**config.mk**
```make
export PLATFORM = sky130hd
export DESIGN_NAME = pf_clk_div_delay_ctrl
export DESIGN_NICKNAME = d
export VERILOG_FILES = /design/src/rtl/pf_clk_div_pkg.sv /design/src/rtl/pf_delay_tap_ctrl.sv /design/src/rtl/pf_clk_div_delay_ctrl.sv
export SDC_FILE = /design/constraint.sdc
export NUM_CORES = 1
export LEC_CHECK = 0
export ABC_AREA = 1
export CAP_MARGIN = 20
export CORE_UTILIZATION = 35
export CTS_CLUSTER_SIZE = 8
export DETAILED_ROUTE_END_ITERATION = 16
export PLACE_DENSITY = 0.55
export SYNTH_ARGS = -nofsm -noshare
export SYNTH_HDL_FRONTEND = slang
export SYNTH_HIERARCHICAL = 1
export SYNTH_SLANG_ARGS = --single-unit
```
**constraint.sdc**
```tcl
create_clock -name CLK_IN -period 6.3 [get_ports CLK_IN]
set_input_delay 1.26 -clock CLK_IN [delete_from_list [all_inputs] [get_ports CLK_IN]]
set_output_delay 1.26 -clock CLK_IN [all_outputs]
set_load 0.02 [all_outputs]
```
**src/rtl/pf_clk_div_pkg.sv**
```systemverilog
// Shared definitions for the soft clock-divider / delay-tap cell.
//   DIV_MIN    : smallest ratio the divider will accept on a load
//   ceil_half  : high-time of the divided square wave for a given ratio
//   DIR_UP/DN  : tap step direction encoding on DELAY_LINE_DIR
//   tap_req_t  : per-cycle request bundle into the tap controller
package pf_clk_div_pkg;

  localparam int unsigned DIV_MIN = 2;

  localparam logic DIR_UP = 1'b1;
  localparam logic DIR_DN = 1'b0;

  typedef struct packed {
    logic load;
    logic move;
    logic dir;
  } tap_req_t;

  // Odd ratios get the extra cycle in the high half (N=5 -> 3 high, 2 low).
  function automatic int unsigned ceil_half(input int unsigned n);
    return (n + 1) >> 1;
  endfunction

endpackage

```
**src/rtl/pf_delay_tap_ctrl.sv**
```systemverilog
// Saturating delay-tap register with sticky out-of-range flag.
//   clk, rst_n : clock, synchronous active-low reset
//   req        : load / move / dir request for this cycle (load wins)
//   val_in     : value taken on load
//   val        : current tap (registered, 1-cycle latency)
//   oor        : set when a move hits a limit, cleared by any load or good move
module pf_delay_tap_ctrl
  import pf_clk_div_pkg::*;
#(
  parameter int unsigned DELAY_WIDTH   = 8,
  parameter int unsigned DELAY_DEFAULT = 0
) (
  input  logic                   clk,
  input  logic                   rst_n,
  input  tap_req_t               req,
  input  logic [DELAY_WIDTH-1:0] val_in,
  output logic [DELAY_WIDTH-1:0] val,
  output logic                   oor
);

  localparam logic [DELAY_WIDTH-1:0] TAP_RST = DELAY_WIDTH'(DELAY_DEFAULT);
  localparam logic [DELAY_WIDTH-1:0] TAP_MAX = '1;

  always_ff @(posedge clk) begin
    if (!rst_n) begin
      val <= TAP_RST;
      oor <= 1'b0;
    end else if (req.load) begin
      val <= val_in;
      oor <= 1'b0;
    end else if (req.move) begin
      if (req.dir == DIR_UP) begin
        if (val == TAP_MAX) oor <= 1'b1;
        else begin
          val <= val + 1'b1;
          oor <= 1'b0;
        end
      end else if (req.dir == DIR_DN) begin
        if (val == '0) oor <= 1'b1;
        else begin
          val <= val - 1'b1;
          oor <= 1'b0;
        end
      end
    end
  end

endmodule

```
**src/rtl/pf_clk_div_delay_ctrl.sv**
```systemverilog
// Parametrised clock divider with bit-slip and delay-tap control.
//   CLK_IN, RST_N         : clock, synchronous active-low reset
//   DIV_LOAD/DIV_VAL      : ratio reload request (applied at next wrap)
//   BIT_SLIP              : hold the phase counter one cycle
//   DELAY_LINE_*          : tap load / step controls and tap value
//   DIV_STROBE            : pulse when DIV_PHASE==0
//   DIV_CLK_OUT           : divided square wave, high for ceil(N/2) phases
//   DIV_PHASE/DIV_RATIO   : current phase and active ratio
//   DIV_ERR               : pulse on a rejected ratio load
//   SLIP_BUSY             : slip taken, waiting for the next strobe
//   DELAY_LINE_OUT_OF_RANGE : last move tried to pass a limit
// All outputs are registered.
module pf_clk_div_delay_ctrl
  import pf_clk_div_pkg::*;
#(
  parameter int unsigned DIV_WIDTH     = 4,
  parameter int unsigned DIV_DEFAULT   = 5,
  parameter int unsigned DELAY_WIDTH   = 8,
  parameter int unsigned DELAY_DEFAULT = 0
) (
  input  logic                   CLK_IN,
  input  logic                   RST_N,
  input  logic                   DIV_LOAD,
  input  logic [DIV_WIDTH-1:0]   DIV_VAL,
  input  logic                   BIT_SLIP,
  input  logic                   DELAY_LINE_LOAD,
  input  logic                   DELAY_LINE_MOVE,
  input  logic                   DELAY_LINE_DIR,
  input  logic [DELAY_WIDTH-1:0] DELAY_LINE_VAL_IN,
  output logic                   DIV_STROBE,
  output logic                   DIV_CLK_OUT,
  output logic [DIV_WIDTH-1:0]   DIV_PHASE,
  output logic [DIV_WIDTH-1:0]   DIV_RATIO,
  output logic                   DIV_ERR,
  output logic                   SLIP_BUSY,
  output logic [DELAY_WIDTH-1:0] DELAY_LINE_VAL,
  output logic                   DELAY_LINE_OUT_OF_RANGE
);

  localparam logic [DIV_WIDTH-1:0] RATIO_RST = DIV_WIDTH'(DIV_DEFAULT);
  localparam logic [DIV_WIDTH-1:0] RATIO_MIN = DIV_WIDTH'(DIV_MIN);

  logic                 pend_vld;
  logic [DIV_WIDTH-1:0] pend_val;

  logic                 slip_acc, wrap, pend_clr, load_ok;
  logic                 strobe_nxt, clk_nxt, busy_nxt;
  logic [DIV_WIDTH-1:0] phase_nxt, ratio_nxt;

  always_comb begin
    slip_acc  = BIT_SLIP & ~SLIP_BUSY;
    wrap      = (DIV_PHASE == DIV_RATIO - 1'b1);
    phase_nxt = DIV_PHASE;
    ratio_nxt = DIV_RATIO;
    pend_clr  = 1'b0;
    // A slip freezes the counter; a wrap landing on that cycle, and any
    // ratio swap riding on it, simply slide one cycle later.
    if (!slip_acc) begin
      if (wrap) begin
        phase_nxt = '0;
        if (pend_vld) begin
          ratio_nxt = pend_val;
          pend_clr  = 1'b1;
        end
      end else begin
        phase_nxt = DIV_PHASE + 1'b1;
      end
    end
    load_ok    = DIV_LOAD & (DIV_VAL >= RATIO_MIN);
    strobe_nxt = (phase_nxt == '0);
    clk_nxt    = (32'(phase_nxt) < ceil_half(32'(ratio_nxt)));
    busy_nxt   = slip_acc | (SLIP_BUSY & ~strobe_nxt);
  end

  always_ff @(posedge CLK_IN) begin
    if (!RST_N) begin
      DIV_PHASE   <= '0;
      DIV_RATIO   <= RATIO_RST;
      DIV_STROBE  <= 1'b0;
      DIV_CLK_OUT <= 1'b0;
      DIV_ERR     <= 1'b0;
      SLIP_BUSY   <= 1'b0;
      pend_vld    <= 1'b0;
      pend_val    <= '0;
    end else begin
      DIV_PHASE   <= phase_nxt;
      DIV_RATIO   <= ratio_nxt;
      DIV_STROBE  <= strobe_nxt;
      DIV_CLK_OUT <= clk_nxt;
      DIV_ERR     <= DIV_LOAD & ~load_ok;
      SLIP_BUSY   <= busy_nxt;
      // A load arriving on the swap cycle becomes the next pending value.
      if (load_ok) begin
        pend_vld <= 1'b1;
        pend_val <= DIV_VAL;
      end else if (pend_clr) begin
        pend_vld <= 1'b0;
      end
    end
  end

  tap_req_t tap_req;
  assign tap_req = '{load: DELAY_LINE_LOAD, move: DELAY_LINE_MOVE, dir: DELAY_LINE_DIR};

  pf_delay_tap_ctrl #(
    .DELAY_WIDTH   (DELAY_WIDTH),
    .DELAY_DEFAULT (DELAY_DEFAULT)
  ) u_tap (
    .clk    (CLK_IN),
    .rst_n  (RST_N),
    .req    (tap_req),
    .val_in (DELAY_LINE_VAL_IN),
    .val    (DELAY_LINE_VAL),
    .oor    (DELAY_LINE_OUT_OF_RANGE)
  );

endmodule

```
==> flow_metrics.env <==
export IMPL_status="completed"
export IMPL_critPathKind="input port to register"
export IMPL_pre_cts_ws_ps=2825
export IMPL_p_total_w=0.0004702
export IMPL_antenna_left=0
export IMPL_synthMuxAreaShare_pct=0
export IMPL_globalplace_congestion=0.8268
export IMPL_core_area_sq_mm=0.005205
export IMPL_ys_types=32
export IMPL_grt_pass1_wl_microns=8045
export IMPL_worstPathMaxFanout=13
export IMPL_max_cap_violations=0
export IMPL_die_h_microns=76.05
export IMPL_num_vias=1895
export IMPL_syn_area_per_cell_sq_um=6.355
export IMPL_synthToLayoutAreaGrowth_pct=25.82
export IMPL_min_period_ps=3201
export IMPL_io_buffer_count=39
export IMPL_fin_ws_ps=3099
export IMPL_cts_resized=0
export IMPL_synthAdderAreaFrac_pct=8.866
export IMPL_rsz0062_at_grt="no"
export IMPL_ios=40
export IMPL_hp_class="register to register"
export IMPL_ir_drop_v=0.0001219
export IMPL_die_area_sq_mm=0.005784
export IMPL_yosys_warnings=6
export IMPL_clock_skew_ps=5.844
export IMPL_drv_slew=0
export IMPL_tns_ps=0
export IMPL_slowest_delay_ps=450
export IMPL_cts_buffers=3
export IMPL_cts_hold_buffers=0
export IMPL_nets=374
export IMPL_insertedDiodeCount=0
export IMPL_post_cts_setup_buffers=0
export IMPL_cpMaxStageDelayCell="clkdlybuf4s50_1"
export IMPL_post_dp_hpwl_microns=3542
export IMPL_syn_area_sq_mm=0.001919
export IMPL_worstSetupStartpointType="input port"
export IMPL_via_per_inst=4.622
export IMPL_seq_area_frac_synth_pct=27.12
export IMPL_post_drt_wl_per_cell_microns=10.88
export IMPL_powerDensity_mw_per_mm2=194.7
export IMPL_synth_fp_nets=334
export IMPL_grt_usage_pct=16.75
export IMPL_worstMarginPinSlew_ps=463.4
export IMPL_arrival_ps=3410
export IMPL_synth_xor_area_share_pct=1.369
export IMPL_drive_gt1_share_pct=10.88
export IMPL_end_kind="register"
export IMPL_wirelength_microns=4462
export IMPL_synth_top_family_by_area="simple AND/OR/NAND/NOR gates"
export IMPL_cts_max_path_buffers=2
export IMPL_initial_utilization_pct=36.88
export IMPL_grt_max_degree=14
export IMPL_ys_seq_elements=26
export IMPL_fmax_mhz=312.4
export IMPL_antenna_found_initial=0
export IMPL_ys_top_cells_by_area="dfxtp_1 (27%), nand2_1 (17%), nor2_1 (8.4%)"
export IMPL_synth_compound_area_share_pct=5.867
export IMPL_overflow=0
export IMPL_yosys_area_top_type_share_pct=27.12
export IMPL_die_width_microns=76.05
export IMPL_final_hold_viol_count=0
export IMPL_cts_num_sinks=26
export IMPL_path_cells="clkdlybuf4s50_1 > nand2_1 > nand4_2 > nand2_1 > nand2_1 > ha_1 > nand3_1 > ha_1 > a211o_1 > nor2_1"
export IMPL_post_route_drc_count=0
export IMPL_yosysTopAreaCell="dfxtp_1"
export IMPL_finalCritPeriodShare_pct=50.81
export IMPL_insertion_delay_ps=270
export IMPL_synthCells=302
export IMPL_grt_pass1_vias=1793
export IMPL_timing_critical_path_mode_cell="nand2_1"
export IMPL_maxSlewHeadroom_pct=69.03
export IMPL_first_pass_iters=4
export IMPL_cts_tree="built"
export IMPL_ctsRootBufferMaster="clkbuf_8"
export IMPL_initialDrtViolationCount=86
export IMPL_rows=26
export IMPL_h_tree_depth=1
export IMPL_post_synth_and_or_nand_nor_area_fraction_pct=46.94
export IMPL_path_clk_slew_ps=80
export IMPL_setup_viol=0
export IMPL_crit_required_ps=6500
export IMPL_p_leak_nw=1.186
cells in the mapped netlist:
library cell and n:
or2_4 1, nand2_1 89, nand4_1 6, and2_4 1
nor2_4 2, nand3b_1 4, a211o_1 1, nor2_2 2
buf_4 2, nand3_1 23, nor2_1 43, nand4_2 1
inv_1 35, fa_1 1, buf_2 1, nand3_2 4
a21oi_2 1, nand2_2 10, clkbuf_1 1, o21ai_0 5
nand2_4 2, clkinv_1 1, nor3_2 1, o21ai_1 1
ha_1 12, xor2_1 1, inv_2 8, nand3_4 1
nor3_1 1, xnor2_1 2, a21oi_1 13, dfxtp_1 26
state kept, by name, indices dropped and copies added, names as in the netlist:
signal and cells:
DIV_STROBE 1, u_tap/val 8, DIV_ERR 1, pend_vld 1, DIV_CLK_OUT 1, u_tap/oor 1, pend_val 4, DIV_RATIO 4
DIV_PHASE 4, SLIP_BUSY 1
final timing paths:
path,startpoint,end,slack (ps),cells past startpoint
worst max-delay path,BIT_SLIP,DIV_CLK_OUT,3100,10
worst min-delay path,pend_val[1],pend_val[1],470,2
worst max register to register,DIV_RATIO[0],DIV_CLK_OUT,3670,16
worst min register to register,pend_val[1],pend_val[1],470,2
report_power, final:
part	leakage, nW	switching [W]	total [W]	internal [W]
Clock	0.0216	0.0000502	0.0000930	0.0000428
Combinational	0.950	0.000104	0.000183	0.0000790
Sequential	0.214	0.0000158	0.000195	0.000179
layout make-up:
| type | count | area [sq um] |
|---|---|---|
| multi-input combinational | 228 | 1210 |
| tap | 70 | 87.58 |
| fill | 565 | 2790 |
| inverter | 44 | 165.2 |
| timing repair buffer | 39 | 390.4 |
| sequential | 26 | 520.5 |
| clock buffer | 3 | 41.29 |
stage by stage:
step                std cells  hold WS (ps)  cell area, sq um  util [%]
floorplan                 302         441.6              1919         -
global placement          407         453.6              2374     45.60
detailed placement        407         458.3              2374     45.60
CTS                       410         469.9              2415     46.39
global route              410         513.2              2415     46.39
finish                    410         469.6              2415     46.39
layer usage:
layer	GRT usage, %	wire length, microns
met5	0	0
met4	3.846	21
met2	25.27	1812
met1	24.76	2435
met3	2.754	192
worst max-delay path, delay by kind of cell:
kind	cells	cell delay [ps]
adders and majority gates	2	480
AOI/OAI and AO/OA	1	290
buffers and inverters	1	450
and+or+nand+nor	6	910
layout by cell type, fill, tap and decap left out, drive strengths merged, types with 3 or more instances in the layout:
cell / synthesis / final
nand2: 101 / 101
nand4: 7 / 7
clkbuf: 1 / 3
nor2: 47 / 47
inv: 43 / 43
dfxtp: 26 / 26
clkdlybuf4s50: 0 / 39
ha: 12 / 12
a21oi: 14 / 14
nand3b: 4 / 4
o21ai: 6 / 6
nand3: 28 / 28
logic make-up after synthesis:
| family | Yosys count |
|---|---|
| XOR/XNOR | 3 |
| AND/OR/NAND/NOR | 191 |
| adder cells (fa/ha/maj) | 13 |
| flip-flops | 26 |
| AO/OA/AOI/OAI | 21 |
| buffers and inverters | 48 |
No activity file was read; power rests on OpenSTA's default activity.
